**src/rtl/mem_port_arbiter.sv**
```systemverilog
// Two-port sequencing arbiter in front of a single-port 16-bit memory macro.
// Fetch and data requests are serialised, padded with wait states, and completed with done pulses.
module mem_port_arbiter #(
   parameter int unsigned ADDR_WIDTH  = 16,
   parameter int unsigned WAIT_STATES = 2
) (
   input  logic                  clk,
   input  logic                  rst,
   input  logic                  if_req,
   input  logic [ADDR_WIDTH-1:0] if_addr,
   output logic                  if_gnt,
   output logic                  if_done,
   output logic [15:0]           if_rdata,
   input  logic                  d_req,
   input  logic                  d_wr,
   input  logic [ADDR_WIDTH-1:0] d_addr,
   input  logic [15:0]           d_wdata,
   output logic                  d_gnt,
   output logic                  d_done,
   output logic [15:0]           d_rdata,
   output logic                  err,
   output logic [ADDR_WIDTH-1:0] mem_addr,
   output logic [15:0]           mem_wdata,
   output logic                  mem_enable,
   output logic                  mem_wr,
   input  logic [15:0]           mem_rdata,
   output logic                  busy
);

   typedef enum logic [1:0] {StIdle, StWait, StAccess, StDone} state_e;

   localparam logic PortFetch = 1'b0;
   localparam logic PortData  = 1'b1;

   // Counter preload: WAIT cycles run while counting from WAIT_STATES-1 down to 0.
   localparam logic [3:0] WaitLoad = (WAIT_STATES > 0) ? 4'(WAIT_STATES - 1) : 4'd0;

   state_e                state_q, state_d;
   logic [3:0]            cnt_q, cnt_d;
   logic                  last_win_q, last_win_d;
   logic                  win_q, win_d;
   logic                  err_q, err_d;
   logic                  wr_q, wr_d;
   logic [ADDR_WIDTH-1:0] addr_q, addr_d;
   logic [15:0]           wdata_q, wdata_d;
   logic [15:0]           if_rdata_q, if_rdata_d;
   logic [15:0]           d_rdata_q, d_rdata_d;

   logic                  grant;
   logic                  pick_d;
   logic                  misalign;
   logic [ADDR_WIDTH-1:0] req_addr;

   // Arbitration: lone requester wins; on a tie the port not served last wins.
   always_comb begin
      pick_d   = d_req & (~if_req | (last_win_q == PortFetch));
      req_addr = pick_d ? d_addr : if_addr;
      grant    = (state_q == StIdle) & (if_req | d_req);
      misalign = req_addr[0];
   end

   // FSM state register.
   always_ff @(posedge clk or negedge rst) begin
      if (!rst) begin
         state_q <= StIdle;
      end else begin
         state_q <= state_d;
      end
   end

   // FSM next-state logic.
   always_comb begin
      state_d = state_q;
      unique case (state_q)
         StIdle: begin
            if (grant) begin
               if (misalign) begin
                  state_d = StDone;
               end else if (WAIT_STATES == 0) begin
                  state_d = StAccess;
               end else begin
                  state_d = StWait;
               end
            end
         end
         StWait: begin
            if (cnt_q == 4'd0) begin
               state_d = StAccess;
            end
         end
         StAccess: state_d = StDone;
         StDone:   state_d = StIdle;
         default:  state_d = StIdle;
      endcase
   end

   // FSM outputs.
   always_comb begin
      if_gnt     = grant & (pick_d == PortFetch);
      d_gnt      = grant & (pick_d == PortData);
      if_done    = (state_q == StDone) & (win_q == PortFetch);
      d_done     = (state_q == StDone) & (win_q == PortData);
      err        = (state_q == StDone) & err_q;
      mem_enable = (state_q == StAccess);
      mem_wr     = (state_q == StAccess) & wr_q;
      busy       = (state_q != StIdle);
      mem_addr   = addr_q;
      mem_wdata  = wdata_q;
      if_rdata   = if_rdata_q;
      d_rdata    = d_rdata_q;
   end

   // Datapath next-state: request latch at grant, read capture at the end of ACCESS.
   always_comb begin
      cnt_d      = cnt_q;
      last_win_d = last_win_q;
      win_d      = win_q;
      err_d      = err_q;
      wr_d       = wr_q;
      addr_d     = addr_q;
      wdata_d    = wdata_q;
      if_rdata_d = if_rdata_q;
      d_rdata_d  = d_rdata_q;

      if (grant) begin
         cnt_d      = WaitLoad;
         last_win_d = pick_d;
         win_d      = pick_d;
         err_d      = misalign;
         wr_d       = pick_d & d_wr;
         addr_d     = req_addr;
         if (pick_d) begin
            wdata_d = d_wdata;
         end
         // Misaligned: no access happens, so the winner's read data is cleared ahead of done.
         if (misalign) begin
            if (pick_d) begin
               d_rdata_d = 16'h0000;
            end else begin
               if_rdata_d = 16'h0000;
            end
         end
      end

      if ((state_q == StWait) && (cnt_q != 4'd0)) begin
         cnt_d = cnt_q - 4'd1;
      end

      if ((state_q == StAccess) && !wr_q) begin
         if (win_q == PortData) begin
            d_rdata_d = mem_rdata;
         end else begin
            if_rdata_d = mem_rdata;
         end
      end
   end

   always_ff @(posedge clk or negedge rst) begin
      if (!rst) begin
         cnt_q      <= 4'd0;
         last_win_q <= PortFetch;
         win_q      <= PortFetch;
         err_q      <= 1'b0;
         wr_q       <= 1'b0;
         addr_q     <= '0;
         wdata_q    <= 16'h0000;
         if_rdata_q <= 16'h0000;
         d_rdata_q  <= 16'h0000;
      end else begin
         cnt_q      <= cnt_d;
         last_win_q <= last_win_d;
         win_q      <= win_d;
         err_q      <= err_d;
         wr_q       <= wr_d;
         addr_q     <= addr_d;
         wdata_q    <= wdata_d;
         if_rdata_q <= if_rdata_d;
         d_rdata_q  <= d_rdata_d;
      end
   end

endmodule

```
**config.mk**
```make
export PLATFORM = sky130hd
export DESIGN_NAME = mem_port_arbiter
export DESIGN_NICKNAME = d
export VERILOG_FILES = /design/src/rtl/mem_port_arbiter.sv
export SDC_FILE = /design/constraint.sdc
export NUM_CORES = 1
export LEC_CHECK = 0
export ABC_AREA = 1
export CORE_AREA = 2 2 101 79
export DETAILED_ROUTE_END_ITERATION = 7
export DIE_AREA = 0 0 103 81
export PLACE_DENSITY_LB_ADDON = 0.05
export SETUP_SLACK_MARGIN = 0.3
export SYNTH_ARGS = -nofsm -noshare
export SYNTH_HDL_FRONTEND = slang
export SYNTH_SLANG_ARGS = --single-unit
```
**constraint.sdc**
```tcl
create_clock -name clk -period 2.7 [get_ports clk]
set_input_delay 0.54 -clock clk [delete_from_list [all_inputs] [get_ports clk]]
set_output_delay 0.54 -clock clk [all_outputs]
set_load 0.005 [all_outputs]
```
After elaboration in Yosys (flattened, before gate mapping)
Index checks and enable logic that the tools add are counted.

Word-level logic and storage cells: 56. Register bits: 73.

$add $sub $neg: 1. Muxes and demuxes: 17. Bitwise logic cells: 14. Reductions and logical operators: 10. Equal/unequal tests: 5.

Operators by type and width (number): 2-to-1 mux 16 bit (11); bitwise AND 1 bit (9); 2-to-1 mux 4 bit (2); one-hot mux 2 bit (4 select lines) (1); 2-to-1 mux 2 bit (3); == test 2 bit (second input constant) (2); zero test 4 bit (1); != test 2 bit (second input constant) (2); AND reduction 2 bit (2); nonzero test 2 bit (2); nonzero test 4 bit (1); subtractor 4 x 1 -> 4 bit (second input constant) (1); NOT 1 bit (3); == test 2 x 1 -> 1 bit (second input constant) (1); logical AND 1 bit (2); zero test 2 bit (1); bitwise OR 1 bit (2); zero test 1 bit (1).

Longest topological paths before layout
Gate-level depths: netlist of run 1.

Word-level depth: 8. Gate-level depth with buffers: 10.

Worst setup path before layout of run 1
Ideal clock, no wire load.

Path type: register -> output. From: register state_q[0]. To: output port d_gnt. Data arrival time: 1.175 ns. Data required time: 2.160 ns. Slack: 0.985 ns. Cell stages (with the launch flop): 6. Cells stage by stage: dfrtp_1 > inv_1 > ha_1 > inv_2 > nor2_4 > buf_2.

Word-level cells in the longest chain between the ends: 3.

Ends and longest elaborated chain: start: declaration (line 38) `state_e state_q, state_d;`; start signal: assignment (line 65) `state_q <= StIdle;`; start signal: assignment (line 67) `state_q <= state_d;`; zero test 2 bit (line 58) `grant = (state_q == StIdle) & (if_req | d_req);`; bitwise AND 1 bit (line 58); bitwise AND 1 bit (line 100) `d_gnt = grant & (pick_d == PortData);`; end: declaration (line 18) `output logic d_gnt,`.

Every way passes these cells.

Worst setup path after layout of run 1
From: register state_q[0]. To: output port busy.

Word-level cells in the longest chain between the ends: 1.

Ends and longest elaborated chain: nonzero test 2 bit (line 106) `busy = (state_q != StIdle);`; end: declaration (line 27) `output logic busy`.

Every way passes these cells.

==> reports/metrics.csv, run 1 <==
stage;metric;value;unit
critical_path;crit_fanout;4;
critical_path;crit_path_end_kind;primary output;
cts;htree_levels;3;
die;start_util;0.432;
yosys;synthesis.area;3240;um2
die;core_area;7500;um2
critical_path;start_kind;flop;
grt;grt_pass1_vias;2951;
flow_run;maxCapViolCount;0;
yosys;synth-seq-cells;72;
sta;finalSetupViolations;0;
grt;track_usage;0.221;
route;drtIter0Drc;147;
sta;finalCriticalPeriod;2.28;ns
critical_path;crit_type;reg -> out;
die;ios;141;
route;antenna_left;0;
route;drt_wl_total;8780;um
grt;grt_pass1_wl;14100;um
yosys;synth_nets;469;
cts;root_buffer;clkbuf_8;
cts;clk_transition_reported_paths;0.08;ns
critical_path;cp-startpoint;state_q[0];
cts;clock_path_buffers;2;
die;die_area;8340;um2
sta;max_slew_margin;0.399;
sta;hold_viol;0;
sta;finalClockSkew;0.00826;ns
finish;nets;610;
sta;fin_setup_tns;0;ns
place;port_buffers;140;
critical_path;arrival;1.74;ns
grt;antenna_found_initial;0;
sta;max_slew.worst_pin.slew;0.902;ns
route;vias_per_cell;4.63;
cts;cts_tree;done;
route;wl_per_cell;13.6;um
critical_path;reg2reg_from;state_q[0];
cts;cts_buffers;9;
finish;antenna_cells;0;
die;num_rows;28;
route;first_pass_iters;4;
grt;grt_overflow;0;
place;globalplace.congestion;0.785;
finish;design_area;4960;um2
pwr;peakVddDrop;0.000423;V
finish;synthToLayoutAreaGrowth;53.1;%
status;status;finished clean;
yosys;synth_cells;394;
yosys;synth-seq-area-share;0.556;
sta;min_period_over_period;0.844;
yosys;ys.warnings.count;0;
pwr;p_leak;0.00253;uW
cts;cts_num_sinks;72;
grt;grt_max_degree;73;
hold_path;hp-class;in -> async;
sta;timing.fmax;439;MHz
route;vias;2980;
place;pre_cts_slack;0.245;ns
yosys;syn_area_per_cell;8.22;um2
pwr;pwr_density_cell;1070;nW/um2
critical_path;cp_data_required_time;2.16;ns
route;drc;0;
place;place_area;4720;um2
finish;drive_gt1_frac;0.0686;
place;dpl.hpwl;6360;um
yosys;synthDistinctLibCells;23;
cts;hold_buffers;0;
sta;rsz0062_at_grt;no;
sta;slew_viol_final;0;
cts;insertion_delay;0.35;ns
die;die_h;81;um
sta;fin_ws;0.420;ns
die;die_x;103;um
## flip-flops by register name, summed over array words and instances (netlist names)
signal and cells:
d_rdata 16, if_rdata 16, mem_addr 16, mem_wdata 16, cnt_q 4, state_q 2, win_q 1, wr_q 1
## final timing paths
| kind | slack [ns] | to | cells past startpoint |
|---|---|---|---|
| worst max-delay path | 0.42 | busy | 4 |
| worst min-delay path | 0.30 | mem_addr[2] | 1 |
| worst max register to register | 0.68 | if_rdata[12] | 8 |
| worst min register to register | 0.47 | mem_wdata[5] | 2 |
| max in group asynchronous | 1.79 | mem_wdata[6] | 1 |
| min in group clk | 0.47 | mem_wdata[5] | 2 |
## cells by family after synthesis
kind of cell / count (synthesis) / share of synthesized area
adder cells (fa/ha/maj): 6 / 0.0232
flip-flops: 72 / 0.556
AND/OR/NAND/NOR: 254 / 0.334
AO/OA/AOI/OAI: 11 / 0.0193
XOR/XNOR: 1 / 0.00270
buffers and inverters: 50 / 0.0653
## metrics by stage
stage	hold WS, ns	util	total power, uW	cells
floorplan	0.244	-	3000	394
global placement	0.453	0.630	4270	628
detailed placement	0.459	0.630	4330	628
CTS	0.344	0.660	5370	643
global route	0.374	0.662	5750	644
finish	0.303	0.662	5320	644
## where the power goes
| group | internal [uW] | total (uW) | switching [uW] |
|---|---|---|---|
| Sequential | 1560 | 1830 | 269 |
| Clock | 607 | 1010 | 407 |
| Combinational | 1310 | 2480 | 1170 |
| Total | 3470 | 5320 | 1850 |
## synthesized netlist by cell type (all sizes together)
library cell | number | area (um2)
a21oi | 2 | 10.0
a22o | 1 | 8.76
a31oi | 1 | 6.26
buf | 14 | 76.3
clkbuf | 1 | 3.75
dfrtp | 72 | 1800
ha | 6 | 75.1
inv | 35 | 131
nand2 | 193 | 749
nand3 | 53 | 265
nand4 | 1 | 6.26
nor2 | 6 | 53.8
o21ai | 5 | 25.0
o22ai | 2 | 12.5
or2 | 1 | 6.26
xnor2 | 1 | 8.76
## critical path, stage by stage, from the launching register on
cell	delay [ns]
dfrtp_1	0.41
inv_1	0.10
ha_1	0.27
inv_2	0.12
clkdlybuf4s50_1	0.50
## cell type report
| type | instances | area (um2) |
|---|---|---|
| clock buffer | 9 | 124 |
| clock inverter | 6 | 109 |
| multi-input combinational | 272 | 1230 |
| sequential | 72 | 1800 |
| timing repair buffer | 145 | 1430 |
| tap | 105 | 131 |
| inverter | 35 | 131 |
| fill | 688 | 2540 |
## placed cells by master (no fill, tap or decap), drive strengths merged
cell           synthesis  layout
nand3                 53      53
clkbuf                 1       9
or2                    1       1
dlygate4sd2            0       2
nand4                  1       1
clkdlybuf4s50          0     137
a31oi                  1       1
buf                   14       6
bufinv                 0       3
xnor2                  1       1
clkinv                 0       3
o21ai                  5       5
a21oi                  2       2
a22o                   1       1
nand2                193     193
inv                   35      35
nor2                   6       6
ha                     6       6
dfrtp                 72      72
o22ai                  2       2
## routing by layer
layer / wire length (um) / vias to the layer above / global-route usage
met2: 3910 / 104 / 0.340
met1: 4030 / 1368 / 0.291
met4: 73 / 0 / 0.0566
met5: 0 / - / 0
li1: - / 1500 / -
met3: 772 / 8 / 0.0904
## what timing repair did
action,4_1_cts,5_1_grt
pin swaps,0,0
buffers inserted,0,1
setup endpoints to repair,2,2
resized for setup,2,1
Note: power is estimated with default switching activity, not from simulation.
==> run 2, diff against run 1 <==
--- a/config.mk
+++ b/config.mk
@@ -6,9 +6,9 @@
 export NUM_CORES = 1
 export LEC_CHECK = 0
 export ABC_AREA = 1
-export CORE_AREA = 2 2 101 79
+export CORE_AREA = 2 2 110 85
 export DETAILED_ROUTE_END_ITERATION = 7
-export DIE_AREA = 0 0 103 81
+export DIE_AREA = 0 0 112 87
 export PLACE_DENSITY_LB_ADDON = 0.05
 export SETUP_SLACK_MARGIN = 0.3
 export SYNTH_ARGS = -nofsm -noshare
==> constraint.sdc (replaced) <==
create_clock -name clk -period 1.9 [get_ports clk]
set_input_delay 0.38 -clock clk [delete_from_list [all_inputs] [get_ports clk]]
set_output_delay 0.38 -clock clk [all_outputs]
set_load 0.005 [all_outputs]
==> reports/metrics.csv, run 2 (same netlist as run 1, synthesis figures left out) <==
stage;metric;value;unit;change
route;first_pass_iters;4;;unchanged
status;status;finished clean;;
critical_path;crit_fanout;2;;-2
sta;max_slew_margin;0.721;;+0.322
die;num_rows;30;;+7.1%
pwr;p_sw_frac;0.359;;+0.0113
critical_path;start_kind;flop;;
grt;grt_pass1_wl;15200;um;+8.2%
finish;drive_gt1_frac;0.264;;+0.195
place;dp.cells;645;;+2.7%
route;drt_wl_total;10000;um;+14%
route;vias;3149;;+5.7%
sta;slew_viol_final;0;;unchanged
pwr;peakVddDrop;0.000786;V;+86%
cts;cts_num_sinks;72;;unchanged
critical_path;cp_data_required_time;1.52;ns;-0.64 ns
place;place_area;4820;um2;+2.0%
finish;fillers;733;;+6.5%
pwr;pwr-share-comb;0.511;;+0.045
finish;design_area;5860;um2;+18%
die;ios;141;;unchanged
die;die_x;112;um;+8.7%
critical_path;max_stage_delay;0.41;ns;-0.09 ns
cts;htree_levels;3;;unchanged
cts;clk_transition_reported_paths;0.06;ns;-0.02 ns
critical_path;path_cells;inv_2 > ha_4 > buf_6 > nand2_4 > nor2_8 > buf_6;;
sta;finalSetupViolations;0;;unchanged
route;wl_per_cell;14.7;um;+7.5%
pwr;pwr_density_cell;1560;nW/um2;+45%
finish;utilization;0.667;;+0.00538
finish;antenna_cells;0;;unchanged
critical_path;crit_type;reg -> out;;
route;antenna_left;0;;unchanged
sta;max_slew.worst_pin.slew;0.419;ns;-0.483 ns
finish;synthToLayoutAreaGrowth;80.8;%;
sta;rsz0062_at_grt;yes;;
pwr;p_int;5850;uW;+69%
cts;clock_path_buffers;2;;unchanged
cts;insertion_delay;0.32;ns;-0.03 ns
sta;finalCriticalPeriod;1.70;ns;
pwr;p_leak;0.00323;uW;+28%
sta;finalClockSkew;0.00495;ns;-0.00331 ns
route;drc;0;;unchanged
cts;cts_tree;done;;
place;globalplace.congestion;0.776;;-1.2%
place;dpl.hpwl;6560;um;+3.3%
sta;hold_viol;0;;unchanged
critical_path;crit_path_end_kind;primary output;;
sta;fin_setup_tns;0;ns;unchanged
place;port_buffers;140;;unchanged
sta;timing.fmax;587;MHz;
die;die_area;9740;um2;+17%
critical_path;crit_path_top_delay_cell;dfrtp_1;;
grt;grt_max_degree;35;;-52%
finish;final_cells;684;;+6.2%
finish;nets;642;;+5.2%
die;start_util;0.369;;-0.0633
cts;root_buffer;clkbuf_16;;
finish;layout_commonest_cell;nand2_1;;
grt;antenna_found_initial;0;;unchanged
grt;track_usage;0.198;;-0.0226
grt;grt_pass1_vias;3059;;+3.7%
cts;cts_buffers;9;;unchanged
route;drtIter0Drc;83;;-44%
pwr;seq_power_share;0.291;;-0.052
grt;grt_overflow;0;;unchanged
hold_path;hp-class;in -> reg;;
critical_path;crit_top_cell;buf_6;;
route;vias_per_cell;4.60;;-0.51%
die;die_h;87;um;+7.4%
finish;final_cell_mix;158 x nand2_1, 90 x clkdlybuf4s50_1, 72 x dfrtp_1;;
pwr;clockPowerShare;0.197;;+0.006
critical_path;arrival;1.32;ns;-0.42 ns
pwr;power_switching;3280;uW;+77%
flow_run;maxCapViolCount;0;;unchanged
die;core_area;8780;um2;+17%
sta;min_period_over_period;0.896;;
## run 2: routing by layer
layer / wire, um / GRT usage / part of all wire
met2: 4740 / 0.309 / 0.47
met3: 813 / 0.0835 / 0.081
met1: 4410 / 0.256 / 0.44
met5: 0 / 0 / 0
met4: 57 / 0.0565 / 0.0057
## run 2: power by group through the flow
stage | clock network (uW) | logic (uW) | registers [uW]
2_1_floorplan | 0 | 1640 | 2630
4_1_cts | 1860 | 3870 | 2600
6_report | 1800 | 4670 | 2660
5_1_grt | 1920 | 5130 | 2740
3_3_place_gp | 0 | 3610 | 2600
3_5_place_dp | 0 | 3670 | 2600
## run 2: worst paths after layout
path	cells past startpoint	from	end	slack, ns
worst min register to register	2	mem_wdata[8]	mem_wdata[8]	0.47
worst max register to register	12	state_q[0]	if_rdata[12]	0.22
worst max-delay path	6	state_q[0]	if_gnt	0.20
worst min-delay path	3	d_req	mem_addr[0]	0.46
max in group asynchronous	3	rst	if_rdata[4]	0.77
min in group asynchronous	2	rst	mem_addr[14]	0.53
## run 2: stage by stage
step | hold slack, ns | setup slack, ns | total power [uW]
after CTS | 0.477 | 0.191 | 8330
after global routing | 0.475 | 0.139 | 9790
after detailed placement | 0.350 | -0.258 | 6270
after floorplan | 0.0844 | 0.345 | 4260
after global placement | 0.346 | -0.253 | 6210
final | 0.457 | 0.198 | 9130
## run 2: cell type report
class | count | area [um2] | area share
multi-input combinational | 273 | 1620 | 0.277
timing repair buffer | 176 | 1840 | 0.313
sequential | 72 | 1800 | 0.307
clock inverter | 5 | 80.1 | 0.0137
inverter | 35 | 135 | 0.0231
tap | 112 | 140 | 0.0239
clock buffer | 11 | 243 | 0.0414
## run 2: critical path: cells and delay by family (launching register included)
kind,cells,cell delay [ns]
flops,1,0.41
buf+inv,3,0.30
fa+ha+maj,1,0.15
simple gates,2,0.15
## run 2: what timing repair did
item	in CTS	in global routing
endpoints found under the hold margin	12	0
gates cloned	0	3
pin swaps	6	42
gates resized for setup	66	136
buffers inserted	9	10
endpoints found under the setup margin	68	88
hold buffers	1	0
==> run 3, diff against run 2 <==
--- a/config.mk
+++ b/config.mk
@@ -6,11 +6,12 @@
 export NUM_CORES = 1
 export LEC_CHECK = 0
 export ABC_AREA = 1
-export CORE_AREA = 2 2 110 85
+export CORE_AREA = 2 2 101 79
 export DETAILED_ROUTE_END_ITERATION = 7
-export DIE_AREA = 0 0 112 87
+export DIE_AREA = 0 0 103 81
 export PLACE_DENSITY_LB_ADDON = 0.05
 export SETUP_SLACK_MARGIN = 0.3
+export SKIP_CTS_REPAIR_TIMING = 1
 export SYNTH_ARGS = -nofsm -noshare
 export SYNTH_HDL_FRONTEND = slang
 export SYNTH_SLANG_ARGS = --single-unit
==> constraint.sdc (replaced) <==
create_clock -name clk -period 2.1 [get_ports clk]
set_input_delay 0.42 -clock clk [delete_from_list [all_inputs] [get_ports clk]]
set_output_delay 0.42 -clock clk [all_outputs]
set_load 0.005 [all_outputs]
==> reports/metrics.csv, run 3 (same netlist as run 1, synthesis figures left out) <==
stage;metric;value;unit;change
place;port_buffers;140;;unchanged
grt;antenna_found_initial;0;;unchanged
cts;cts_tree;done;;
cts;clk_transition_reported_paths;0.08;ns;+0.02 ns
pwr;p_int;4390;uW;-25%
place;dpl.hpwl;6230;um;-5.0%
route;antenna_left;0;;unchanged
pwr;pwr-share-comb;0.497;;-0.014
route;vias_per_cell;4.58;;-0.54%
route;drtIter0Drc;86;;+3.6%
route;vias;2990;;-5.0%
pwr;p_leak;0.00270;uW;-16%
sta;fin_setup_tns;0;ns;unchanged
finish;antenna_cells;0;;unchanged
critical_path;max_stage_delay;0.40;ns;about the same
place;place_area;4770;um2;-0.96%
sta;finalCriticalPeriod;1.97;ns;
die;die_h;81;um;-6.9%
critical_path;cp_data_required_time;1.68;ns;+0.16 ns
hold_path;hp-class;in -> async;;
pwr;power_switching;2450;uW;-25%
finish;synthToLayoutAreaGrowth;57.2;%;
die;num_rows;28;;-6.7%
cts;cts_num_sinks;72;;unchanged
grt;grt_overflow;0;;unchanged
critical_path;start_kind;flop;;
sta;min_period_over_period;0.940;;
critical_path;path_buf_inv;4;;+1
cts;insertion_delay;0.34;ns;+0.02 ns
sta;max_slew.worst_pin.slew;0.511;ns;+0.0924 ns
finish;final_cell_mix;186 x nand2_1, 129 x clkdlybuf4s50_1, 72 x dfrtp_1;;
route;first_pass_iters;4;;unchanged
pwr;pwr_density_cell;1340;nW/um2;-14%
critical_path;critical-path-top-delay-family;buffers and inverters;;
critical_path;crit_path_end_kind;primary output;;
route;wl_per_cell;13.6;um;-7.3%
critical_path;reg2reg_from;state_q[1];;
grt;grt.met3_usage;0.0938;;+0.0103
finish;design_area;5090;um2;-13%
sta;whs;0.0525;ns;-0.405 ns
cts;root_buffer;clkbuf_8;;
cts;cts_buffers;9;;unchanged
critical_path;r2r_slack;0.40;ns;+0.18 ns
sta;timing.fmax;507;MHz;
die;ios;141;;unchanged
flow_run;maxCapViolCount;0;;unchanged
place;globalplace.congestion;0.813;;+4.8%
pwr;clockPowerShare;0.160;;-0.037
status;status;finished clean;;
grt;grt-busiest-layer;met2;;
die;start_util;0.432;;+0.0633
grt;grt_pass1_vias;2890;;-5.5%
critical_path;rr_worst_depth;9;;-3
critical_path;crit_type;reg -> out;;
critical_path;crit_fanout;5;;+3
pwr;seq_power_share;0.344;;+0.053
critical_path;path_cells;buf_4 > inv_2 > ha_4 > inv_4 > nor2_4 > dlymetal6s2s_1;;
sta;slew_viol_final;0;;unchanged
finish;fillers;660;;-10%
finish;nets;618;;-3.7%
route;drt_wl_total;8870;um;-12%
critical_path;crit_path_top_delay_cell;dfrtp_1;;
grt;grt_use_met2;0.323;;+0.0143
finish;drive_gt1_frac;0.0912;;-0.173
sta;finalSetupViolations;0;;unchanged
sta;hold_viol;0;;unchanged
die;die_area;8340;um2;-14%
cts;htree_levels;3;;unchanged
critical_path;arrival;1.55;ns;+0.23 ns
route;drc;0;;unchanged
pwr;p_sw_frac;0.358;;-0.000923
grt;grt_pass1_wl;13800;um;-9.1%
sta;finalClockSkew;0.00959;ns;+0.00464 ns
grt;use_met1;0.295;;+0.0388
sta;rsz0062_at_grt;yes;;
finish;layout_commonest_cell;nand2_1;;
grt;grt_max_degree;73;;+110%
critical_path;r2r-end;d_rdata[10];;
die;core_area;7500;um2;-15%
pwr;peakVddDrop;0.000640;V;-19%
sta;max_slew_margin;0.658;;-0.0624
grt;track_usage;0.217;;+0.0186
die;die_x;103;um;-8.0%
cts;clock_path_buffers;2;;unchanged
## run 3: cell count changes in the layout (fill, tap and decap cells not counted), moves of 15 or more
cell	change
nand2_1	+28
nand3_2	-19
dlymetal6s2s_1	-20
nand2_4	-15
inv_2	-15
inv_1	+16
clkdlybuf4s50_1	+39
nand3_1	+25
## run 3: worst max path at each step
| stage | slack (ns) | cells past startpoint | to | from |
|---|---|---|---|---|
| after floorplan | 0.50 | 5 | d_gnt | state_q[0] |
| after global placement | -0.11 | 6 | if_gnt | if_req |
| after detailed placement | -0.12 | 6 | if_gnt | if_req |
| after CTS | -0.25 | 5 | d_gnt | state_q[1] |
| after global routing | 0.03 | 6 | d_gnt | state_q[1] |
| final | 0.13 | 6 | d_gnt | state_q[1] |
## run 3: metrics by stage
stage                util  std cells  setup WS [ns]  total power (uW)
floorplan               -        394          0.505              3860
global placement    0.636        633         -0.107              5540
detailed placement  0.636        633         -0.123              5610
CTS                 0.663        649         -0.251              6740
global route        0.680        653         0.0280              7400
finish              0.680        653          0.126              6840
## run 3: metal layers
| layer | vias to the layer above | share of wire | wire, um |
|---|---|---|---|
| met4 | 0 | 0.0054 | 48 |
| met2 | 113 | 0.46 | 4040 |
| met5 | - | 0 | 0 |
| li1 | 1515 | - | - |
| met1 | 1358 | 0.44 | 3940 |
| met3 | 4 | 0.094 | 833 |
## run 3: power by group through the flow
stage	registers [uW]	logic [uW]	clock network, uW
final	2350	3400	1090
after global routing	2410	3810	1180
after CTS	2340	3280	1120
after detailed placement	2350	3260	0
after global placement	2350	3190	0
after floorplan	2380	1480	0
## run 3: worst reg2reg max path: stages (launching register included)
cell	delay, ns
dfrtp_1	0.40
buf_4	0.14
inv_2	0.09
ha_4	0.18
inv_4	0.05
nor2_4	0.16
buf_12	0.21
nand2_4	0.15
nand3_1	0.11
nand2_1	0.08
## run 3: area by class of cell
cell class                 count  area (um2)  area share
clock buffer                  11         141      0.0278
clock inverter                 5        56.3      0.0111
inverter                      35         134      0.0263
multi-input combinational    272        1270       0.250
sequential                    72        1800       0.354
tap                          105         131      0.0258
timing repair buffer         153        1560       0.306
